--- src/rtl/cpu_pkg.sv ---
// cpu_pkg: shared ALU op encoding, instruction field positions and sequencer state type
package cpu_pkg;
  localparam int CPU_DATA_W = 16;
  localparam int CPU_REG_AW = 3;
  localparam logic [2:0] OP_ADD = 3'b000;
  localparam logic [2:0] OP_SUB = 3'b001;
  localparam logic [2:0] OP_OR  = 3'b010;
  localparam logic [2:0] OP_AND = 3'b011;
  localparam logic [2:0] OP_XOR = 3'b100;
  localparam int OP_HI  = 15;
  localparam int OP_LO  = 13;
  localparam int RD_HI  = 12;
  localparam int RD_LO  = 10;
  localparam int RS1_HI = 9;
  localparam int RS1_LO = 7;
  localparam int RS2_HI = 6;
  localparam int RS2_LO = 4;
  typedef enum logic [2:0] {IDLE, READ1, READ2, EXEC, WB} state_t;
  function automatic logic op_legal(input logic [2:0] op);
    return op <= OP_XOR;
  endfunction
endpackage

--- src/rtl/alu_sequencer.sv ---
// alu_sequencer: multi-cycle execute controller; ports: instr handshake + halt in, regfile read/write, ALU drive, busy/illegalOp/retiredCount status
module alu_sequencer
  import cpu_pkg::*;
#(
  parameter int DATA_W = CPU_DATA_W,
  parameter int REG_AW = CPU_REG_AW
) (
  input  logic              clk,
  input  logic              rstN,
  input  logic              instrValid,
  output logic              instrReady,
  input  logic [15:0]       instrWord,
  input  logic              halt,
  output logic [REG_AW-1:0] regReadAddr,
  input  logic [DATA_W-1:0] regReadData,
  output logic              regWrite,
  output logic [REG_AW-1:0] regWriteAddr,
  output logic [DATA_W-1:0] regWriteData,
  output logic [2:0]        aluControl,
  output logic [DATA_W-1:0] rs1Value,
  output logic [DATA_W-1:0] rs2Value,
  input  logic [DATA_W-1:0] rdValue,
  output logic              busy,
  output logic              illegalOp,
  output logic [15:0]       retiredCount
);
  state_t state, state_nx;
  logic [15:0] instr_q;
  logic [DATA_W-1:0] op1_q, op2_q, result_q;
  logic [15:0] retired_q;
  logic [2:0] op;
  logic [REG_AW-1:0] rd, rs1, rs2;
  logic legal;
  logic unused_bits;
  assign op = instr_q[OP_HI:OP_LO];
  assign rd = REG_AW'(instr_q[RD_HI:RD_LO]);
  assign rs1 = REG_AW'(instr_q[RS1_HI:RS1_LO]);
  assign rs2 = REG_AW'(instr_q[RS2_HI:RS2_LO]);
  assign legal = op_legal(op);
  assign unused_bits = ^instr_q[3:0];
  assign busy = state != IDLE;
  assign rs1Value = op1_q;
  assign rs2Value = op2_q;
  assign retiredCount = retired_q;
  always_ff @(posedge clk or negedge rstN) begin
    if (!rstN) begin
      state <= IDLE;
      instr_q <= '0;
      op1_q <= '0;
      op2_q <= '0;
      result_q <= '0;
      retired_q <= '0;
    end else begin
      state <= state_nx;
      if (state == IDLE && instrValid && instrReady) instr_q <= instrWord;
      if (state == READ1) op1_q <= regReadData;
      if (state == READ2) op2_q <= regReadData;
      if (state == EXEC && legal) result_q <= rdValue;
      if (state == WB) retired_q <= retired_q + 16'd1;
    end
  end
  // instrReady is gated by rstN so every output reads 0 while reset is held
  always_comb begin
    state_nx = state;
    instrReady = 1'b0;
    regReadAddr = '0;
    regWrite = 1'b0;
    regWriteAddr = '0;
    regWriteData = '0;
    aluControl = OP_ADD;
    illegalOp = 1'b0;
    case (state)
      IDLE: begin
        instrReady = rstN && !halt;
        state_nx = (instrValid && instrReady) ? READ1 : IDLE;
      end
      READ1: begin
        regReadAddr = rs1;
        state_nx = READ2;
      end
      READ2: begin
        regReadAddr = rs2;
        state_nx = EXEC;
      end
      EXEC: begin
        aluControl = op;
        illegalOp = !legal;
        state_nx = legal ? WB : IDLE;
      end
      WB: begin
        regWrite = 1'b1;
        regWriteAddr = rd;
        regWriteData = result_q;
        state_nx = IDLE;
      end
      default: state_nx = IDLE;
    endcase
  end
endmodule

--- config.mk ---
export PLATFORM = sky130hd
export DESIGN_NAME = alu_sequencer
export DESIGN_NICKNAME = d
export VERILOG_FILES = /design/src/rtl/cpu_pkg.sv /design/src/rtl/alu_sequencer.sv
export SDC_FILE = /design/constraint.sdc
export NUM_CORES = 1
export LEC_CHECK = 0
export ABC_AREA = 1
export CAP_MARGIN = 15
export CORE_ASPECT_RATIO = 1.25
export CORE_MARGIN = 10
export CORE_UTILIZATION = 65
export CTS_CLUSTER_DIAMETER = 50
export DETAILED_ROUTE_END_ITERATION = 12
export DONT_BUFFER_PORTS = 1
export HOLD_SLACK_MARGIN = 0.06
export PLACE_DENSITY = 0.81
export SLEW_MARGIN = 0
export SYNTH_ARGS = -nofsm -noshare
export SYNTH_HDL_FRONTEND = slang
export SYNTH_SLANG_ARGS = --single-unit
--- constraint.sdc ---
create_clock -name clk -period 4.15 [get_ports clk]
set_clock_uncertainty 0.1 [all_clocks]
set_input_delay 0.415 -clock clk [delete_from_list [all_inputs] [get_ports clk]]
set_output_delay 0.415 -clock clk [all_outputs]
set_load 0.01 [all_outputs]
==> Word level (Yosys, flattened, before mapping) <==
Index checks and enable logic that the tools add are counted.
{ "classes": {"addsub": 1, "magnitude_cmp": 1, "n_eq_ne": 4, "muxes": 10, "n_reduce_logical": 9} }
{ "ops": {"columns": ["operator", "n"], "rows": [
  ["$add A16 B1 Y16 const B", 1],
  ["$mux W16", 1],
  ["$pmux W3 S4", 1],
  ["$mux W3", 3],
  ["$eq A3 B2 Y1 const B", 2],
  ["$pmux W3 S2", 1],
  ["$logic_and A1 B1 Y1", 5],
  ["$mux W1", 4],
  ["$eq A3 B1 Y1 const B", 1],
  ["$eq A3 B3 Y1 const B", 1],
  ["$le A3 B3 Y1 const B", 1],
  ["$logic_not A3 Y1", 1],
  ["$reduce_bool A3 Y1", 1],
  ["$logic_not A1 Y1", 2]
]} }
{ "word_totals": {"ff_bits": 83, "word_cells": 31} }

==> Logic depth before layout (Yosys ltp) <==
Gate-level depths: netlist of the first run.
{ "logic_depth": {"word_depth": 5, "mapped_depth": 8, "mapped_depth_nobuf": 8} }

==> Least setup slack after synthesis of the first run <==
OpenSTA, ideal clock, no wires.
{ "synth_timing": {"path_kind": "reg2out", "from": "reg state[0]", "to": "out regReadAddr[0]", "arrival_time_ps": 1163, "setup_slack_ps": 2472, "path_stages_with_launch": 5, "n_path_buf": 1, "cell_sequence": "dfrtp_1 inv_2 nand3_2 buf_2 o21ai_0"} }
{ "synth_between": {"elab_chain_cells": 2} }
{ "synth_rtl": {"columns": ["item", "line", "text"], "rows": [
  ["start: declaration", "alu_sequencer.sv:27", "state_t state, state_nx;"],
  ["start signal: assignment", "alu_sequencer.sv:54", "state <= state_nx;"],
  ["$eq A3 B2 Y1 or $eq A3 B1 Y1 (tied branches)", "alu_sequencer.sv:72", "case (state)"],
  ["$pmux W3 S2 *", "alu_sequencer.sv:72", null],
  ["end: declaration", "alu_sequencer.sv:14", "output logic [REG_AW-1:0] regReadAddr,"]
]} }
Every way passes the cells marked *; elsewhere a longest branch is shown, timed or not.

==> Final worst setup path of the first run <==
Ends and elaborated chain as after synthesis.

==> key figures, run 1 <==
Logic synthesis
  – Share of the synthesized area in the top cell type: 57.0%
  – Syn_nets: 456
  – Async set or reset register ratio after synthesis: 100%
  – Yosys top cell by area: dfrtp_1
  – Top post-synthesis cells by area: dfrtp_1, nand2_1, inv_1
  – Post-synth EDFFs: 0
  – Syn_area_per_cell: 8.60 um^2
  – Register area share after synthesis: 57.0%
  – Commonest cells post-synth: nand2_1, dfrtp_1, inv_1, nor2_1, o21ai_0
  – Top FF cell, synth: dfrtp_1
  – Mapped Area: 0.00347 mm^2
  – Most frequent cell after synthesis: nand2_1
  – Synthesis Warnings: 0
  – Synth cell types: 23
  – Synthesized flop and latch total: 79
  – Syn Inst Count: 403

Setup path
  – Crit Reg-Reg Endpoint: rs1Value[4]
  – Setup crit start kind: register
  – Max FO, Critical Path: 37
  – Reg-to-reg slack, setup: 2390 ps
  – R2R cell count: 3
  – CP Capture Point: regReadAddr[0]
  – Crit path DAT: 2010 ps
  – R2R Path Start: state[2]
  – Crit path from: state[0]
  – Critical path type: reg -> out
  – Critical path required time: 3630 ps
  – CP endpoint kind: output pin

Detailed routing
  – Total wire length: 7820 um
  – Vias per inst: 5.34
  – DR iter-0 viols: 94
  – DRT antenna net count: 0
  – Pre-antenna DRT Iters: 4
  – Vias: 2501
  – DRC: 0
  – Routed WL per cell: 16.7 um

Floorplanning
  – Die width: 85.3 um
  – Initial Util: 67.7%
  – # rows: 29
  – Core Box Area: 0.00512 mm^2
  – IO Pins: 129
  – Die Ht: 102 um
  – Full die area: 0.00867 mm^2

Pwr
  – IR drop worst, VDD: 0.000472 V
  – Leakage: 1.89 nW
  – Pwr Density: 718 mW/mm^2

Clock tree
  – Clock sinks: 79
  – CTS max path bufs: 2
  – H-tree levels: 3
  – CTS tree: yes
  – Setup Fix Bufs, Post-CTS: 0
  – CTS root buf: clkbuf_8
  – Clk_lat worst skew: 350 ps
  – Clock Pin Slew Worst Setup and Hold Paths: 70 ps
  – Number of CTS-inserted buffers: 9

Global route
  – Vias in the first global route: 2511
  – Initial antenna violation count: 0
  – Global-route wire length before repair: 12400 um
  – Largest net degree at the start of global routing: 80
  – GRT Overall Usage: 17.9%
  – Grt total ovfl: 0

Min path
  – HP Class: in -> reg

STA
  – Setup_tns: 0 ps
  – RSZ-0062 raised after global routing: false
  – F_max: 397 MHz
  – Final min period: 2520 ps
  – Relative slew slack: 40.4%
  – Slew Limit Fails: 0
  – Final period util: 60.7%
  – Worst Max-Slew Pin Slew: 892 ps
  – Hold Vio Cnt, Final: 0
  – Final setup vio count: 0

Job
  – Number of max-cap violations: 0

Placement
  – Number of I/O port buffers: 0
  – Placed cell count: 451
  – Placer Congestion: 0.850
  – Post-DP HPWL: 5640 um

Cells and area
  – Register area: 0.00198 mm^2
  – Area Growth Syn to Fin: 7.22%
  – Fraction of layout cells with a size suffix above 1: 6.65%
  – Post-route insts no fill: 468
  – Area of the multi-input gates: 0.00116 mm^2
  – Final net count: 455
  – Fill cells: 399
  – Ant. Diodes: 0

Status
  – Outcome: completed
## report_power, final
part	switching, mW	total, mW	internal, mW	leakage (nW)
Combinational	0.423	0.626	0.203	0.776
Clock	0.258	0.654	0.396	0.113
Sequential	0.304	1.39	1.08	0.997
Total	0.986	2.67	1.68	1.89
## logic make-up after synthesis
group           Yosys count  synth area share, %
compound gates           52                 7.51
xor+xnor                 10                 2.53
fa+ha+maj                 1                0.361
buf+inv                  76                 9.35
flops                    79                 57.0
simple gates            185                 23.2
## worst min path at each step
stage / from / to / slack (ps) / depth (start not counted)
final: rdValue[13] / result_q[13] / 100 / 2
after global routing: rdValue[9] / result_q[9] / 100 / 2
after CTS: rdValue[9] / result_q[9] / 90 / 2
after detailed placement: rstN / retiredCount[15] / 20 / 0
after global placement: rstN / retiredCount[15] / 20 / 0
after floorplan: rstN / instr_q[10] / 20 / 0
## stage by stage
stage | total power [mW] | worst slack (ps) | utilization, % | instance area [um^2] | hold WS [ps]
6_report | 2.67 | 1630 | 72.6 | 3720 | 100
5_1_grt | 2.87 | 1430 | 72.6 | 3720 | 97.4
4_1_cts | 2.70 | 1590 | 72.6 | 3720 | 88.1
3_5_place_dp | 2.03 | 1980 | 67.5 | 3450 | 22.0
3_3_place_gp | 1.98 | 1990 | 67.5 | 3450 | 21.7
2_1_floorplan | 1.87 | 2470 | - | 3470 | 19.4
## layout make-up
| type | instances | area share, % |
|---|---|---|
| repair buffers | 2 | 1.01 |
| clock buffers | 11 | 3.54 |
| inverters | 62 | 6.26 |
| flip-flops and latches | 79 | 53.2 |
| clock inverters | 4 | 2.56 |
| well taps | 62 | 2.09 |
| multi-input cells | 248 | 31.3 |
## routing by layer
metal / track usage (%) / wire length [um] / up-vias
li1: - / - / 1237
met1: 18.8 / 2900 / 1155
met2: 28.8 / 3780 / 97
met3: 9.56 / 1010 / 12
met4: 8.76 / 135 / 0
met5: 0 / 0 / -
## critical path: stages (launching register included)
cell     delay, ps
dfrtp_1        420
inv_2          150
nand3_2        510
o21ai_0        570
## registers in the layout, summed over array words and instances, names as in the netlist
| register | cells |
|---|---|
| result_q | 16 |
| retiredCount | 16 |
| rs1Value | 16 |
| rs2Value | 16 |
| instr_q | 12 |
| state | 3 |
## placed cells by master, fill, tap and decap left out
| cell type | instances |
|---|---|
| buf_16 | 1 |
| bufinv_16 | 3 |
| clkbuf_1 | 2 |
| clkbuf_8 | 9 |
| clkinv_2 | 1 |
| dfrtp_1 | 79 |
| dlygate4sd3_1 | 1 |
| ha_1 | 1 |
| inv_1 | 59 |
| inv_2 | 3 |
| nand2_1 | 110 |
| nand2_2 | 1 |
| nand3_1 | 23 |
| nand3_2 | 2 |
| nand3_4 | 1 |
| nand4_1 | 6 |
| nor2_1 | 36 |
| nor2_2 | 1 |
| nor2_4 | 3 |
| nor3_2 | 2 |
| o21ai_0 | 31 |
| o21ai_1 | 21 |
| xnor2_1 | 4 |
| xor2_1 | 6 |
## timing repair
action	4_1_cts	5_1_grt
hold buffers	2	0
gates resized for setup	0	0
endpoints found under the hold margin	79	0
Note: power is estimated with default switching activity, not from simulation.
==> run 2, diff against run 1 <==
CORE_UTILIZATION = 56   (was 65)
PLACE_DENSITY = 0.74   (was 0.81)
clock period = 2 ns   (was 4.15 ns; I/O delays follow)
==> run 2 against run 1 <==
The run now ends with negative hold slack left. Cell count increased by 17%. Die area increased by 13%. Clock-buffer cell count shrank 1. Clock power up 120%. Setup slack got worse by 1500 ps. Register-to-register slack worse by 2300 ps. First-iteration DRC count shrank 27%. Via count rose by 11%. Sequential power increased by 110%.
==> key figures, run 2 (synthesis results as in run 1) <==
Floorplanning
  – Die width: 90.4 um (was 85.3 um)
  – Core Box Area: 0.00609 mm^2 (was 0.00512 mm^2)
  – Full die area: 0.00976 mm^2 (was 0.00867 mm^2)
  – IO Pins: 129 (unchanged)
  – Initial Util: 56.9% (was 67.7%)
  – Die Ht: 108 um (was 102 um)
  – # rows: 32 (was 29)

Cells and area
  – Fill cells: 467 (was 399)
  – Fraction of layout cells with a size suffix above 1: 8.24% (was 6.65%)
  – Most frequent cells in the layout: nand2_1, dfrtp_1, inv_1, dlygate4sd3_1, nor2_1 (was nand2_1, dfrtp_1, inv_1, nor2_1, o21ai_0)
  – Finished Cell Area: 0.00428 mm^2 (was 0.00372 mm^2)
  – Area of the multi-input gates: 0.00116 mm^2 (unchanged)
  – Post-route insts no fill: 547 (was 468)
  – Commonest non-fill, non-tap cell in the layout: nand2_1 (unchanged)
  – Area Growth Syn to Fin: 23.4% (was 7.22%)
  – Register area: 0.00198 mm^2 (unchanged)
  – Final net count: 509 (was 455)

Placement
  – Number of I/O port buffers: 0 (unchanged)
  – Post-DP HPWL: 5570 um (was 5640 um)
  – Placer Congestion: 0.776 (was 0.850)
  – Placement Cell Area: 0.00353 mm^2 (was 0.00345 mm^2)
  – Worst Setup Slack post-DPL: 408 ps (was 1980 ps)
  – Placed cell count: 481 (was 451)

STA
  – Setup_tns: 0 ps (unchanged)
  – Hold Vio Cnt, Final: 79 (was 0)
  – Final setup vio count: 0 (unchanged)
  – Worst setup margin: 96.5 ps (was 1630 ps)
  – Fin Hold WS: -554 ps (was 100 ps)
  – F_max: 525 MHz
  – Final period util: 95.2%
  – Final min period: 1900 ps
  – RSZ-0062 raised after global routing: false (unchanged)
  – Worst Max-Slew Pin Slew: 500 ps (was 892 ps)
  – Slew Limit Fails: 0 (unchanged)
  – Relative slew slack: 66.6% (was 40.4%)

Pwr
  – IR drop worst, VDD: 0.00101 V (was 0.000472 V)
  – Pwr Total: 5.78 mW (was 2.67 mW)
  – Pwr Density: 1350 mW/mm^2 (was 718 mW/mm^2)
  – Leakage: 2.11 nW (was 1.89 nW)

Clock tree
  – Number of CTS-inserted buffers: 9 (unchanged)
  – H-tree levels: 3 (unchanged)
  – CTS max path bufs: 2 (unchanged)
  – CTS root buf: clkbuf_8 (unchanged)
  – Hold_buf cts: 47 (was 2)
  – CTS resizes: 0 (unchanged)
  – Clk_lat worst skew: 340 ps (was 350 ps)
  – Clock sinks: 79 (unchanged)
  – Clock Pin Slew Worst Setup and Hold Paths: 90 ps (was 70 ps)
  – CTS tree: yes (unchanged)

Setup path
  – Critical path type: reg -> reg (was reg -> out)
  – Setup crit start kind: register (unchanged)
  – Reg-to-reg slack, setup: 100 ps (was 2390 ps)
  – R2R cell count: 6 (was 3)
  – Crit path DAT: 2080 ps (was 2010 ps)
  – CP endpoint kind: register (was output pin)
  – Critical path required time: 2170 ps (was 3630 ps)
  – R2R Path Start: state[2] (unchanged)
  – Crit Reg-Reg Endpoint: instr_q[11] (was rs1Value[4])
  – Max FO, Critical Path: 6 (was 37)

Detailed routing
  – Pre-antenna DRT Iters: 4 (unchanged)
  – DRT antenna net count: 0 (unchanged)
  – Total wire length: 8600 um (was 7820 um)
  – Vias per inst: 5.08 (was 5.34)
  – Routed WL per cell: 15.7 um (was 16.7 um)
  – DRC: 0 (unchanged)
  – DR iter-0 viols: 69 (was 94)
  – Vias: 2780 (was 2501)

Global route
  – Grt total ovfl: 0 (unchanged)
  – Largest net degree at the start of global routing: 81 (was 80)
  – Vias in the first global route: 2919 (was 2511)
  – Global-route wire length before repair: 14200 um (was 12400 um)
  – Initial antenna violation count: 0 (unchanged)
  – GRT Overall Usage: 17.7% (was 17.9%)

Job
  – Number of max-cap violations: 0 (unchanged)

Status
  – Outcome: finished with violations (was completed)
  – Failing checks: negative hold slack

Min path
  – HP Class: in -> async (was in -> reg)
==> run 2: report_power, final <==
group          switching (mW)  internal [mW]
clock network           0.567          0.872
logic                   0.927          0.546
registers               0.624           2.25
total                    2.12           3.67
==> run 2: cell type report <==
class | count | share of cell area [%]
flip-flops and latches | 79 | 46.2
multi-input cells | 248 | 27.2
repair buffers | 56 | 12.6
inverters | 62 | 5.44
clock buffers | 10 | 3.22
clock inverters | 6 | 2.72
well taps | 85 | 2.49
diodes | 1 | 0.0585
==> run 2: timing repair <==
item | in CTS | in global routing
buffers inserted | 0 | 2
hold endpoints to repair | 140 | 79
endpoints found under the setup margin | 0 | 11
==> run 2: per-stage QoR <==
stage | hold slack (ps) | util (%)
final | -554 | 70.3
after global routing | -578 | 70.2
after CTS | -569 | 70.0
after detailed placement | -193 | 58.1
after global placement | -193 | 58.1
after floorplan | -196 | -
==> run 2: worst max path at each step <==
stage | startpoint | to | slack, ps | depth (start not counted)
6_report | state[2] | instr_q[11] | 100 | 6
5_1_grt | state[2] | instr_q[11] | 10 | 6
4_1_cts | state[0] | regWriteData[1] | 40 | 4
3_5_place_dp | state[1] | result_q[13] | 410 | 6
3_3_place_gp | state[0] | regWriteData[1] | 430 | 4
2_1_floorplan | state[0] | regReadAddr[0] | 540 | 4
==> run 2: worst max-delay path: stages (launching register included) <==
cell and delay, ps:
dfrtp_1 480, nor2_4 210, nand3_2 100, nor2_4 200, nand3_1 100, dlygate4sd3_1 590, nand2_1 70
==> run 2: routing by layer <==
layer	vias up	routed length (um)	GRT usage (%)	share of wire, %
met3	21	739	7.07	8.6
met4	0	184	7.86	2.1
met2	107	4350	30.1	51
li1	1356	-	-	-
met1	1296	3330	19.3	39
met5	-	0	0	0
==> run 3, diff against run 2 <==
==> constraint.sdc (replaced) <==
create_clock -name clk -period 2 [get_ports clk]
set_clock_uncertainty 0.1 [all_clocks]
set_input_delay 0.5 -clock clk [delete_from_list [all_inputs] [get_ports clk]]
set_output_delay 0.5 -clock clk [all_outputs]
set_load 0.01 [all_outputs]
==> run 3 against run 2 <==
The flow still finishes with violations (negative hold slack). Combinational power rose by 5%. Flip-flop and latch count did not move. Register-to-register slack improved by 200 ps. Clock-buffer cell count rose by 1. Largest power group unchanged. Design area fell by 8.8%. Setup slack got worse by 40 ps. Worst hold slack improved by 300 ps. Die area did not move. Critical path depth fell by 2. Total power fell by 0.76%. Routed wire length fell by 6.5%. Maximum frequency fell by 2.0%.
==> key figures, run 3 (synthesis results as in run 1) <==
Cells and area
  – Fraction of layout cells with a size suffix above 1: 14.9% (was 8.24%)
  – Area Growth Syn to Fin: 12.5% (was 23.4%)
  – Final net count: 465 (was 509)
  – Commonest non-fill, non-tap cell in the layout: nand2_1 (unchanged)
  – Fill cells: 526 (was 467)
  – Ant. Diodes: 0 (was 1)
  – Most frequent cells in the layout: nand2_1, dfrtp_1, inv_1, o21ai_0, o21ai_1 (was nand2_1, dfrtp_1, inv_1, dlygate4sd3_1, nor2_1)

Global route
  – Initial antenna violation count: 0 (unchanged)
  – Grt total ovfl: 0 (unchanged)
  – Vias in the first global route: 2632 (was 2919)
  – Met3 capacity usage during global routing: 8.95% (was 7.07%)
  – Global-route wire length before repair: 13000 um (was 14200 um)
  – Met2 GRT Util: 26.9% (was 30.1%)
  – Largest net degree at the start of global routing: 81 (unchanged)
  – GRT Overall Usage: 16.4% (was 17.7%)
  – Gr busiest metal: met2 (unchanged)
  – Met1 Resource Use GR: 17.7% (was 19.3%)

Setup path
  – CP max-delay cell: dfrtp_1 (was dlygate4sd3_1)
  – R2R Path Start: state[2] (unchanged)
  – Crit Reg-Reg Endpoint: retiredCount[7] (was instr_q[11])
  – CP Cell Sequence: buf_6, nor2_4, nand3_2, nor2_4 (was nor2_4, nand3_2, nor2_4, nand3_1, dlygate4sd3_1, nand2_1)
  – Max FO, Critical Path: 7 (was 6)
  – Setup crit start kind: register (unchanged)
  – Delay-heaviest family, CP: simple AND/OR/NAND/NOR gates (unchanged)
  – Most frequent cell on the critical path: nor2_4 (unchanged)
  – Cell depth of the worst setup path: 4 (was 6)
  – Crit path from: state[1] (was state[2])
  – Reg-to-reg slack, setup: 300 ps (was 100 ps)
  – Crit-path max cell delay: 400 ps (was 590 ps)
  – CP endpoint kind: output pin (was register)
  – Worst Path Buf+Inv: 1 (unchanged)
  – R2R cell count: 7 (was 6)
  – Critical path required time: 1400 ps (was 2170 ps)
  – Critical path type: reg -> out (was reg -> reg)
  – Crit path DAT: 1340 ps (was 2080 ps)

Clock tree
  – CTS tree: yes (unchanged)
  – CTS root buf: clkbuf_8 (unchanged)
  – Clock Pin Slew Worst Setup and Hold Paths: 80 ps (was 90 ps)
  – CTS max path bufs: 2 (unchanged)
  – Clk_lat worst skew: 330 ps (was 340 ps)
  – Number of CTS-inserted buffers: 9 (unchanged)
  – H-tree levels: 3 (unchanged)
  – Clock sinks: 79 (unchanged)

STA
  – Final setup vio count: 0 (unchanged)
  – Hold Vio Cnt, Final: 79 (unchanged)
  – Fin Hold WS: -251 ps (was -554 ps)
  – RSZ-0062 raised after global routing: true (was false)
  – Final period util: 97.2% (was 95.2%)
  – Worst setup margin: 56.8 ps (was 96.5 ps)
  – Worst Max-Slew Pin Slew: 487 ps (was 500 ps)
  – Relative slew slack: 67.5% (was 66.6%)
  – F_max: 515 MHz (was 525 MHz)
  – Final min period: 1940 ps (was 1900 ps)
  – Slew Limit Fails: 0 (unchanged)

Placement
  – Number of I/O port buffers: 0 (unchanged)
  – Post-DP HPWL: 5690 um (was 5570 um)
  – Placer Congestion: 0.763 (was 0.776)
  – Worst Setup Slack post-DPL: 196 ps (was 408 ps)

Detailed routing
  – DR iter-0 viols: 90 (was 69)
  – Pre-antenna DRT Iters: 5 (was 4)
  – Vias per inst: 5.16 (was 5.08)
  – Vias: 2588 (was 2780)
  – DRT antenna net count: 0 (unchanged)
  – DRC: 0 (unchanged)
  – Total wire length: 8040 um (was 8600 um)
  – Routed WL per cell: 16.0 um (was 15.7 um)

Floorplanning
  – # rows: 32 (unchanged)
  – Die width: 90.4 um (unchanged)
  – Initial Util: 56.9% (unchanged)
  – Die Ht: 108 um (unchanged)
  – Core Box Area: 0.00609 mm^2 (unchanged)
  – Full die area: 0.00976 mm^2 (unchanged)
  – IO Pins: 129 (unchanged)

Min path
  – HP Class: in -> async (unchanged)

Status
  – Outcome: finished with violations (unchanged)
  – Failing checks: negative hold slack (unchanged)

Pwr
  – Pwr Density: 1470 mW/mm^2 (was 1350 mW/mm^2)
  – IR drop worst, VDD: 0.000865 V (was 0.00101 V)
  – Leakage: 1.91 nW (was 2.11 nW)

Job
  – Number of max-cap violations: 0 (unchanged)
run 3: cell count changes in the layout (fill, tap and decap cells not counted), sizes merged:
| cell | change |
|---|---|
| buf | +1 |
| bufinv | -1 |
| clkbuf | +1 |
| clkinvlp | +2 |
| diode | -1 |
| dlygate4sd3 | -47 |
| inv | -2 |
| nand3 | +2 |
run 3: through the flow:
step / util, % / cells / cell area [um^2] / TNS (ps) / power, mW
final: 64.0 / 502 / 3900 / 0 / 5.74
after global routing: 64.0 / 502 / 3900 / -68.7 / 6.18
after CTS: 63.7 / 502 / 3880 / 0 / 5.77
after detailed placement: 57.9 / 480 / 3530 / 0 / 4.26
after global placement: 57.9 / 480 / 3530 / 0 / 4.19
after floorplan: - / 403 / 3470 / 0 / 3.87
run 3: routing by layer:
metal / vias up / share of wire [%] / wire length, um
met5: - / 0 / 0
met4: 0 / 1.5 / 119
met3: 10 / 11 / 923
met2: 97 / 50 / 3980
met1: 1213 / 37 / 3010
li1: 1268 / - / -
run 3: repair_timing:
item,CTS,global route
hold endpoints to repair,79,79
gates cloned,2,0
endpoints found under the setup margin,25,8
resized for setup,25,7
setup buffers,4,0
pin swaps,2,1
run 3: cell type report:
cell class	count	area [um^2]	area share, %
sequential	79	1980	50.8
multi-input combinational	250	1260	32.4
clock inverter	5	80.1	2.05
clock buffer	11	151	3.88
tap	85	106	2.73
timing repair buffer	10	78.8	2.02
inverter	62	238	6.10
run 3: how the worst max path moves through the flow:
stage,end
4_1_cts,regReadAddr[2]
3_5_place_dp,regWriteAddr[2]
2_1_floorplan,regReadAddr[0]
3_3_place_gp,regWriteData[15]
5_1_grt,instrReady
6_report,instrReady
run 3: worst reg2reg max path: stages (launching register included):
cell and delay (ps):
dfrtp_2 470, buf_4 180, nand3_4 160, buf_4 230, nor2_4 200, nand2_1 90
xor2_1 130, inv_1 60
run 3: power breakdown:
group | total [mW] | switching, mW | internal [mW]
clock | 1.33 | 0.559 | 0.769
combinational | 1.54 | 1.00 | 0.540
sequential | 2.87 | 0.617 | 2.25
